File: src/rtl/epp_bram_bridge.sv
// EPP host port to banked BRAM bridge: holds an address/bank/autoinc register set
// and turns each synchronized host strobe into one register or BRAM access.
module epp_bram_bridge #(
  parameter int ADDR_W = 12,
  parameter int NBANK  = 4
) (
  input  logic                 clk,
  input  logic                 rst,
  input  logic                 stb_data,
  input  logic                 ctrl_wr,
  input  logic [7:0]           epp_in,
  input  logic [7:0]           epp_addr_in,
  output logic [7:0]           epp_out,
  output logic                 eppwait,
  output logic [ADDR_W-1:0]    bram_addr,
  input  logic [8*NBANK-1:0]   bram_in,
  output logic [7:0]           bram_out,
  output logic [NBANK-1:0]     bram_we
);

  localparam logic [1:0] IDLE    = 2'd0;
  localparam logic [1:0] DECODE  = 2'd1;
  localparam logic [1:0] RD_WAIT = 2'd2;
  localparam logic [1:0] DONE    = 2'd3;

  localparam logic [1:0] SEL_DATA    = 2'd0;
  localparam logic [1:0] SEL_ADDR_LO = 2'd1;
  localparam logic [1:0] SEL_ADDR_HI = 2'd2;
  localparam logic [1:0] SEL_CTRL    = 2'd3;

  localparam int HI_W = ADDR_W - 8;

  logic [1:0]        state;
  logic              s_meta, s_sync, s_prev;
  logic              armed;
  logic [1:0]        settle;
  logic [ADDR_W-1:0] addr;
  logic [1:0]        bank;
  logic              autoinc;
  logic              acc_data;
  logic [1:0]        sel;
  logic              start;
  logic [7:0]        rd_byte;
  logic [7:0]        reg_rd;
  logic              unused_bits;

  assign sel         = epp_addr_in[7:6];
  assign unused_bits = ^epp_addr_in[5:0];
  assign start       = armed && s_prev && !s_sync;

  // The edge detector only arms once the synchronizer holds a genuinely sampled
  // high strobe, so a strobe already low when reset drops cannot fake a start.
  always_ff @(posedge clk) begin
    if (rst) begin
      s_meta <= 1'b1;
      s_sync <= 1'b1;
      s_prev <= 1'b1;
      armed  <= 1'b0;
      settle <= 2'd0;
    end else begin
      s_meta <= stb_data;
      s_sync <= s_meta;
      s_prev <= s_sync;
      if (settle != 2'd2)
        settle <= settle + 2'd1;
      if (settle == 2'd2 && s_sync)
        armed <= 1'b1;
    end
  end

  always_comb begin
    rd_byte = 8'h00;
    for (int k = 0; k < NBANK; k++)
      if (int'(bank) == k)
        rd_byte = bram_in[8*k +: 8];
  end

  always_comb begin
    reg_rd = 8'h00;
    case (sel)
      SEL_ADDR_LO: reg_rd = addr[7:0];
      SEL_ADDR_HI: reg_rd = 8'(addr[ADDR_W-1:8]);
      SEL_CTRL:    reg_rd = {autoinc, 5'b00000, bank};
      default:     reg_rd = 8'h00;
    endcase
  end

  // Out-of-range banks simply match no bit; reset gates the pulse off at once.
  always_comb begin
    bram_we = '0;
    if (!rst && state == DECODE && !ctrl_wr && sel == SEL_DATA)
      for (int k = 0; k < NBANK; k++)
        bram_we[k] = (int'(bank) == k);
  end

  // Write data is captured on the start edge so bram_out is already valid
  // during the single DECODE cycle in which the write enable is raised.
  always_ff @(posedge clk) begin
    if (rst) begin
      state     <= IDLE;
      addr      <= '0;
      bank      <= 2'd0;
      autoinc   <= 1'b0;
      acc_data  <= 1'b0;
      epp_out   <= 8'h00;
      eppwait   <= 1'b0;
      bram_out  <= 8'h00;
      bram_addr <= '0;
    end else begin
      bram_addr <= addr;
      case (state)
        IDLE: begin
          if (start) begin
            state    <= DECODE;
            bram_out <= epp_in;
          end
        end
        DECODE: begin
          acc_data <= (sel == SEL_DATA);
          if (sel == SEL_DATA && ctrl_wr) begin
            state <= RD_WAIT;
          end else begin
            state   <= DONE;
            eppwait <= 1'b1;
            if (ctrl_wr) begin
              epp_out <= reg_rd;
            end else if (sel == SEL_ADDR_LO) begin
              addr[7:0] <= epp_in;
            end else if (sel == SEL_ADDR_HI) begin
              addr[ADDR_W-1:8] <= epp_in[HI_W-1:0];
            end else if (sel == SEL_CTRL) begin
              bank    <= epp_in[1:0];
              autoinc <= epp_in[7];
            end
          end
        end
        RD_WAIT: begin
          epp_out <= rd_byte;
          state   <= DONE;
          eppwait <= 1'b1;
        end
        DONE: begin
          // Release is tested as a level so an early release still finishes here.
          if (s_sync) begin
            state   <= IDLE;
            eppwait <= 1'b0;
            if (acc_data && autoinc)
              addr <= addr + ADDR_W'(1);
          end
        end
        default: state <= IDLE;
      endcase
    end
  end

endmodule
File: config.mk
export PLATFORM = sky130hd
export DESIGN_NAME = epp_bram_bridge
export DESIGN_NICKNAME = d
export VERILOG_FILES = /design/src/rtl/epp_bram_bridge.sv
export SDC_FILE = /design/constraint.sdc
export NUM_CORES = 1
export LEC_CHECK = 0
export BUFFER_PORTS_ARGS = -buffer_cell sky130_fd_sc_hd__buf_2
export CORE_MARGIN = 8
export CORE_UTILIZATION = 51
export CTS_CLUSTER_DIAMETER = 120
export DETAILED_ROUTE_END_ITERATION = 6
export PLACE_DENSITY = 0.8
export SYNTH_ARGS = -nofsm -noshare
export SYNTH_HDL_FRONTEND = slang
export SYNTH_SLANG_ARGS = --single-unit
File: constraint.sdc
create_clock -name clk -period 2.9 [get_ports clk]
set_input_delay 0.58 -clock clk [delete_from_list [all_inputs] [get_ports clk]]
set_output_delay 0.58 -clock clk [all_outputs]
set_load 0.02 [all_outputs]
# Word level (Yosys, flattened, before mapping)
# Cells that the tools add are included.
[totals] ff_bits=53 latch_bits=0 ram_bits=0 mem_bits_ro=0 inputBits=52 output_inout_bits=33 n_memories=0
[classes] add_sub_neg=2 multipliers=0 n_div=0 magnitude_cmp=0 eq_ne=20 shifts=0 n_mux=24 n_bitwise=4 reduce_logical=24
[op_table] op="$mux W8" n=7
[op_table] op="$mux W12" n=4
[op_table] op="$pmux W12 S2" n=1
[op_table] op="$pmux W8 S3" n=1
[op_table] op="$ne A2 B2 Y1 const B" n=8
[op_table] op="$pmux W8 S2" n=1
[op_table] op="$eq A2 B2 Y1 const B" n=7
[op_table] op="$add A12 B1 Y12 const B" n=1
[op_table] op="$mux W4" n=3
[op_table] op="$reduce_and A6 Y1" n=2
[op_table] op="$logic_and A1 B1 Y1" n=8
[op_table] op="$pmux W2 S4" n=1
[op_table] op="$reduce_and A7 Y1" n=1
[op_table] op="$eq A2 B1 Y1 const B" n=3
[op_table] op="$logic_not A2 Y1" n=3
[op_table] op="$reduce_and A3 Y1" n=2
[op_table] op="$mux W2" n=2
[op_table] op="$ne A2 B1 Y1 const B" n=2
[op_table] op="$not A1 Y1" n=4
[op_table] op="$reduce_and A2 Y1" n=2
[op_table] op="$reduce_bool A2 Y1" n=2
[op_table] op="$logic_not A1 Y1" n=3
[op_table] op="$mux W1" n=3
[op_table] op="$pmux W1 S3" n=1
[op_table] op="2 further kinds" n=2

# Longest topological paths before layout
# Gate-level depths: netlist of run 1.
[logic_depth] ltp_word=6 ltp_mapped=8 depth_no_buf=6

# Worst setup path before layout of run 1
# Ideal clock, no wire load.
[synth_path] kind="input port to output port" start="input epp_addr_in[6]" end="output bram_we[0]" arrival_time_ps=1824 path_slack_ps=496 path_stages=6 path_cell_list="inv_1 -> ha_1 -> buf_2 -> nand2_1 -> nor3_1 -> nor3b_1"
[synth_via] elab_chain_cells=3
[synth_rtl] item="start: declaration" line="12" source="input logic [7:0] epp_addr_in,"
[synth_rtl] item="$logic_not A2 Y1" line="91" source="if (!rst && state == DECODE && !ctrl_wr && sel == SEL_DATA)"
[synth_rtl] item="$logic_and A1 B1 Y1" line="91"
[synth_rtl] item="$mux W4" line="91"
[synth_rtl] item="end: declaration" line="18" source="output logic [NBANK-1:0] bram_we"
# No other way between the ends.

# Worst setup path after layout of run 1
[layout_path] start="register state[1]" end="output bram_we[0]"
[layout_via] elab_chain_cells=5
[layout_rtl] item="start: declaration" line="33" source="logic [1:0] state;"
[layout_rtl] item="start signal: assignment" line="100" source="state <= IDLE;"
[layout_rtl] item="start signal: assignment" line="114" source="state <= DECODE;"
[layout_rtl] item="start signal: assignment" line="121" source="state <= RD_WAIT;"
[layout_rtl] item="$eq A2 B1 Y1" line="91"
[layout_rtl] item="$logic_and A1 B1 Y1 (3 in series)" line="91"
[layout_rtl] item="$mux W4" line="91"
# No other way between the ends.

==> run metrics, run 1 <==
Yosys cell types 46; Total GRT Usage about a fifth; Arrival @ worst endpoint 2.08 ns; RR Endpoint addr[11]$_SDFFE_PP0P_; grt total ovfl 0; most frequent cell after synthesis dfxtp_1; post-layout net count 442; status finished clean; max_cap viols 0; pre-CTS setup slack between 0.3 and 0.4 ns; Final Max Slew Viols 0; Critical Path Sink bram_we[0]; CP endpoint kind output port; CTS tree done; register area share after synthesis 38.67%; CP delay by family, top simple AND/OR/NAND/NOR gates; #FFs+latches synth 53; Vias per Instance 5.740; Buf+Inv Stages, Crit Path 2; RSZ-0062 raised after global routing no; Critical Path Max Stage Delay 0.42 ns; layout cells sized above 1 between 20% and 30%; DR iter-0 viols roughly 170; Period minus WS final 2.660 ns; starting density of the core 53.38%; htree depth 2; final worst path period share 91.73%; Worst Setup Start Kind register; Root Driver clkbuf_8; top cell type by total area after synthesis dfxtp_1; Area contributors post-synth dfxtp_1 39%, mux4_2 6.6%, ha_1 6.4%; clk sink count 53; pin count of the biggest net entering global routing 54; final setup margin 0.2398 ns; Rows 26; setup violators final 0; area delta synth->final 19.43%; GPL Wtd Cong roughly 0.87; DRC 0; worst skew pair latency between 0.3 and 0.4 ns; measured slew at the worst slew-check pin 0.6812 ns; top post-synthesis cells by count 53 x dfxtp_1, 26 x nand2_1, 26 x nor2_1; number of synthesized flops with an enable pin 0; Die Area 7983 um2; setup bufs post-CTS 0; f_max 0.3759 GHz; first-pass GRT wire length 11990 um; Die X 89.35 um; Reg2Reg Depth 6; Avg Inst Size Synth 8.996 um2; number of global-route vias before repair 2579; clock share of power 23.9%; crit path max fanout 12; share of flip-flops with an asynchronous set or reset 0%; Post-Synthesis Cells 305; final WL 7376 um; switching power 0.6266 mW; Fin Setup TNS 0 ns; WS Path Type register to output port; WL/cell about 17 um; clock-pin slew on the worst setup and hold paths 0.10 ns; drt pass-1 iters 4; I/O pin count 85; DP Wirelength 5497 um; power density over cell area 563.3 nW/um2; die height 89.35 um; diode count 0; critical path depth 6; Synth top area share around two fifths; core area approximately 5100 um2; Final ANT Viol Nets 0; Leak Pwr 1.374 nW; Total Power between 1.5 and 2 mW; Seq pwr share 48.1%; Synth Cell Area 2744 um2; Worst Clk Skew roughly 0.0068 ns; Worst Path Required 2.32 ns; startpoint of the worst register-to-register path state[1]$_SDFFE_PP0P_; CTS max path bufs 2; P_int 1.219 mW; Synth warnings 0; sw frac ~34%; Combinational Power Share 28.0%; slew margin rel. 54.52%; post-cts gate resize count 0; via count 2566; worst-path cell chain inv_1, ha_1, nand2_1, nor3_1, nor3b_1, buf_2; TritonCTS buffer count 5; R2R setup slack 0.47 ns; Final Hold Viols 0; Worst Setup SP state[1]$_SDFFE_PP0P_; # hold bufs at CTS 0; syn_nets 371; Worst path slowest cell ha_1; ys flop type dfxtp_1; Hold Crit Class register to register; initial antenna violation count 0; peak supply drop 0.3486 mV; I/O Buffers 78
## routing by layer
| metal | vias to the layer above | GRT usage [%] | wire [um] |
|---|---|---|---|
| li1 | 1263 | - | - |
| met2 | 79 | 32.19 | 3821 |
| met4 | 0 | 9.366 | 189 |
| met1 | 1205 | 21.95 | 2956 |
| met3 | 19 | 3.952 | 409 |
| met5 | - | 0 | 0 |
## cells by family (layout without fill, tap and decap cells)
| group | count (synthesis) | after routing | synth area share, % |
|---|---|---|---|
| xor+xnor | 1 | 1 | 0.3193 |
| flops | 53 | 53 | 38.67 |
| compound gates | 81 | 81 | 20.75 |
| buf+inv | 30 | 102 | 4.240 |
| mux | 14 | 14 | 8.755 |
| fa+ha+maj | 14 | 14 | 6.384 |
| simple gates | 112 | 112 | 20.88 |
## worst min-delay path by stage
stage	from	end	cells after the start
floorplan	s_meta$_SDFF_PP1_	s_sync$_SDFF_PP1_	1
global placement	s_meta$_SDFF_PP1_	s_sync$_SDFF_PP1_	1
detailed placement	s_meta$_SDFF_PP1_	s_sync$_SDFF_PP1_	1
CTS	s_meta$_SDFF_PP1_	s_sync$_SDFF_PP1_	1
global route	s_meta$_SDFF_PP1_	s_sync$_SDFF_PP1_	1
finish	s_meta$_SDFF_PP1_	s_sync$_SDFF_PP1_	1
## worst reg2reg max path: stages (launching register included)
cell,delay [ns]
dfxtp_1,0.43
inv_1,0.13
ha_1,0.34
nand2b_1,0.22
a2111o_1,0.49
or4_1,0.53
a31oi_1,0.20
## sequential cells by signal, indices dropped and copies added (netlist names)
name	count
autoinc	1
bram_out	8
state	2
bram_addr	12
acc_data	1
s_prev	1
addr	12
eppwait	1
epp_out	8
s_meta	1
settle	2
s_sync	1
bank	2
armed	1
## layout by cell type, fill, tap and decap left out, types with 3 or more instances in the layout
| master | instances |
|---|---|
| a211oi_1 | 11 |
| a21oi_1 | 24 |
| a22oi_1 | 7 |
| a31oi_1 | 5 |
| and3_1 | 4 |
| buf_2 | 78 |
| buf_4 | 4 |
| clkbuf_8 | 6 |
| dfxtp_1 | 53 |
| ha_1 | 14 |
| inv_1 | 12 |
| mux2i_1 | 6 |
| mux4_2 | 8 |
| nand2_1 | 26 |
| nand2b_1 | 9 |
| nand3_1 | 5 |
| nand3b_1 | 3 |
| nor2_1 | 26 |
| nor2b_1 | 15 |
| nor3_1 | 9 |
| o31ai_1 | 12 |
| or2_2 | 5 |
## power by group through the flow
stage | clock (mW) | sequential, mW | combinational [mW]
floorplan | 0 | 0.930 | 0.325
global placement | 0 | 0.898 | 0.498
finish | 0.442 | 0.888 | 0.516
detailed placement | 0 | 0.901 | 0.515
global route | 0.475 | 0.900 | 0.585
CTS | 0.451 | 0.886 | 0.516
## per-stage QoR
step                hold slack [ns]  instance area, um2  utilization (%)  instances
floorplan                    0.3895                2744                -        305
global route                 0.4381                3277            63.75        447
detailed placement           0.4037                3181            61.88        439
finish                       0.4208                3277            63.75        447
CTS                          0.4271                3277            63.75        447
global placement             0.3933                3181            61.88        439
## layout make-up
| cell class | count | area, um2 |
|---|---|---|
| clock buffer | 6 | 82.58 |
| clock inverter | 2 | 13.76 |
| fill | 475 | 1863 |
| inverter | 12 | 45.04 |
| multi-input combinational | 222 | 1567 |
| sequential | 53 | 1061 |
| tap | 70 | 87.58 |
| timing repair buffer | 82 | 420.4 |
No activity file was read; power rests on OpenSTA's default activity.
==> inputs of run 2 (changes only) <==
- REMOVE_ABC_BUFFERS: unset -> 1
==> run 2 against run 1 <==
Register-to-register slack better by 0.05 ns; power is 2.1% lower; critical path depth stayed put; die area stayed put; worst setup slack better by 0.017 ns; highest routed layer unchanged.
==> run metrics, run 2 (synthesis results as in run 1) <==
Hold Crit Class register to register (unchanged); DP Wirelength 5386 um (was 5497 um); Die Area 7983 um2 (unchanged); diode count 0 (unchanged); Total GRT Usage 17.96% (was 18.91%); DR iter-0 viols 225 (was 174); CTS max path bufs 2 (unchanged); f_max 0.3783 GHz (was 0.3759 GHz); Buf+Inv Stages, Crit Path 2 (unchanged); Leak Pwr 1.361 nW (was 1.374 nW); grt total ovfl 0 (unchanged); number of global-route vias before repair 2493 (was 2579); max_cap viols 0 (unchanged); die height 89.35 um (unchanged); Final Hold Viols 0 (unchanged); Worst path slowest cell ha_1 (unchanged); Die X 89.35 um (unchanged); Final ANT Viol Nets 0 (unchanged); Final Max Slew Viols 0 (unchanged); first-pass GRT wire length 11370 um (was 11990 um); Worst Clk Skew 0.003589 ns (was 0.006815 ns); Fin Setup TNS 0 ns (unchanged); power density over cell area 553.3 nW/um2 (was 563.3 nW/um2); CP delay by family, top simple AND/OR/NAND/NOR gates (unchanged); I/O pin count 85 (unchanged); WS Path Type register to output port (unchanged); worst-path cell chain inv_1, ha_1, nand2_1, nor3_1, nor3b_1, buf_2 (unchanged); final worst path period share 91.15% (was 91.73%); RSZ-0062 raised after global routing no (unchanged); Worst Setup Start Kind register (unchanged); most frequent cells in the layout 78 x buf_2, 53 x dfxtp_1, 26 x nand2_1, 26 x nor2_1, 24 x a21oi_1 (unchanged); worst skew pair latency 0.30 ns (was 0.31 ns); post-layout net count 442 (unchanged); CP endpoint kind output port (unchanged); Rows 26 (unchanged); Period minus WS final 2.643 ns (was 2.660 ns); commonest non-fill, non-tap cell in the layout buf_2 (unchanged); crit path max fanout 12 (unchanged); layout cells sized above 1 27.32% (was 27.85%); status finished clean (unchanged); Arrival @ worst endpoint 2.06 ns (was 2.08 ns); Filler Cells Inserted 467 (was 475); WL/cell 16.06 um (was 16.50 um); starting density of the core 53.38% (unchanged); DRC 0 (unchanged); Largest regs addr: 12 flops, bram_addr: 12 flops (unchanged); setup violators final 0 (unchanged); clk sink count 53 (unchanged); drt pass-1 iters 4 (unchanged); via count 2558 (was 2566); Root Driver clkbuf_8 (unchanged); GPL Wtd Cong 0.8581 (was 0.8678); final WL 7179 um (was 7376 um); clock-pin slew on the worst setup and hold paths 0.09 ns (was 0.10 ns); post-route cell area 3264 um2 (was 3277 um2); peak supply drop 0.3477 mV (was 0.3486 mV); slew margin rel. 51.87% (was 54.52%); Critical Path Max Stage Delay 0.40 ns (was 0.42 ns); I/O Buffers 78 (unchanged); initial antenna violation count 0 (unchanged); htree depth 2 (unchanged); CTS tree done (unchanged); area delta synth->final 18.97% (was 19.43%); core area 5140 um2 (unchanged); Vias per Instance 5.723 (was 5.740); measured slew at the worst slew-check pin 0.7209 ns (was 0.6812 ns); setup bufs post-CTS 0 (unchanged); # hold bufs at CTS 0 (unchanged); pin count of the biggest net entering global routing 54 (unchanged); Worst Path Required 2.32 ns (about the same); TritonCTS buffer count 5 (unchanged); post-cts gate resize count 0 (unchanged); Total Power 1.806 mW (was 1.846 mW); placed inst area 3181 um2 (unchanged)
run 2: changes by cell type in the layout (fill, tap and decap cells not counted), sizes merged:
cell | before | now
clkinvlp | 0 | 1
clkbuf | 6 | 7
clkinv | 2 | 0
run 2: path summary, 6_finish.rpt:
path / cells past startpoint / endpoint / slack, ns / startpoint
setup / recovery: 6 / bram_we[0] / 0.26 / state[1]$_SDFFE_PP0P_
hold / removal: 1 / s_sync$_SDFF_PP1_ / 0.42 / s_meta$_SDFF_PP1_
setup reg to reg: 6 / addr[0]$_SDFFE_PP0P_ / 0.52 / state[1]$_SDFFE_PP0P_
hold reg to reg: 1 / s_sync$_SDFF_PP1_ / 0.42 / s_meta$_SDFF_PP1_
run 2: metal layers:
metal | vias up | part of all wire, % | global-route usage, %
met1 | 1208 | 38 | 20.24
met2 | 79 | 53 | 32.19
met4 | 0 | 1.6 | 6.193
li1 | 1258 | - | -
met5 | - | 0 | 0
met3 | 13 | 7.4 | 4.228
run 2: cell type report:
type | instances | area (um2) | share of cell area (%)
Multi-Input combinational cell | 222 | 1567 | 47.99
Clock inverter | 1 | 7.507 | 0.2300
Inverter | 12 | 45.04 | 1.380
Clock buffer | 7 | 76.32 | 2.338
Sequential cell | 53 | 1061 | 32.50
Timing Repair Buffer | 82 | 420.4 | 12.88
Tap cell | 70 | 87.58 | 2.683
run 2: stage by stage:
step | hold WS, ns | std cells | setup WS, ns | util, %
final | 0.4175 | 447 | 0.2566 | 63.51
after detailed placement | 0.3985 | 439 | 0.3303 | 61.88
after global routing | 0.4310 | 447 | 0.03865 | 63.51
after global placement | 0.3924 | 439 | 0.4137 | 61.88
after floorplan | 0.3895 | 287 | 0.4902 | -
after CTS | 0.4227 | 447 | 0.2324 | 63.51
run 2: power by group:
group	leakage [nW]	switching, mW	internal, mW	total (mW)
Sequential	0.429	0.0697	0.813	0.883
Combinational	0.894	0.309	0.212	0.520
Clock	0.0385	0.232	0.171	0.403
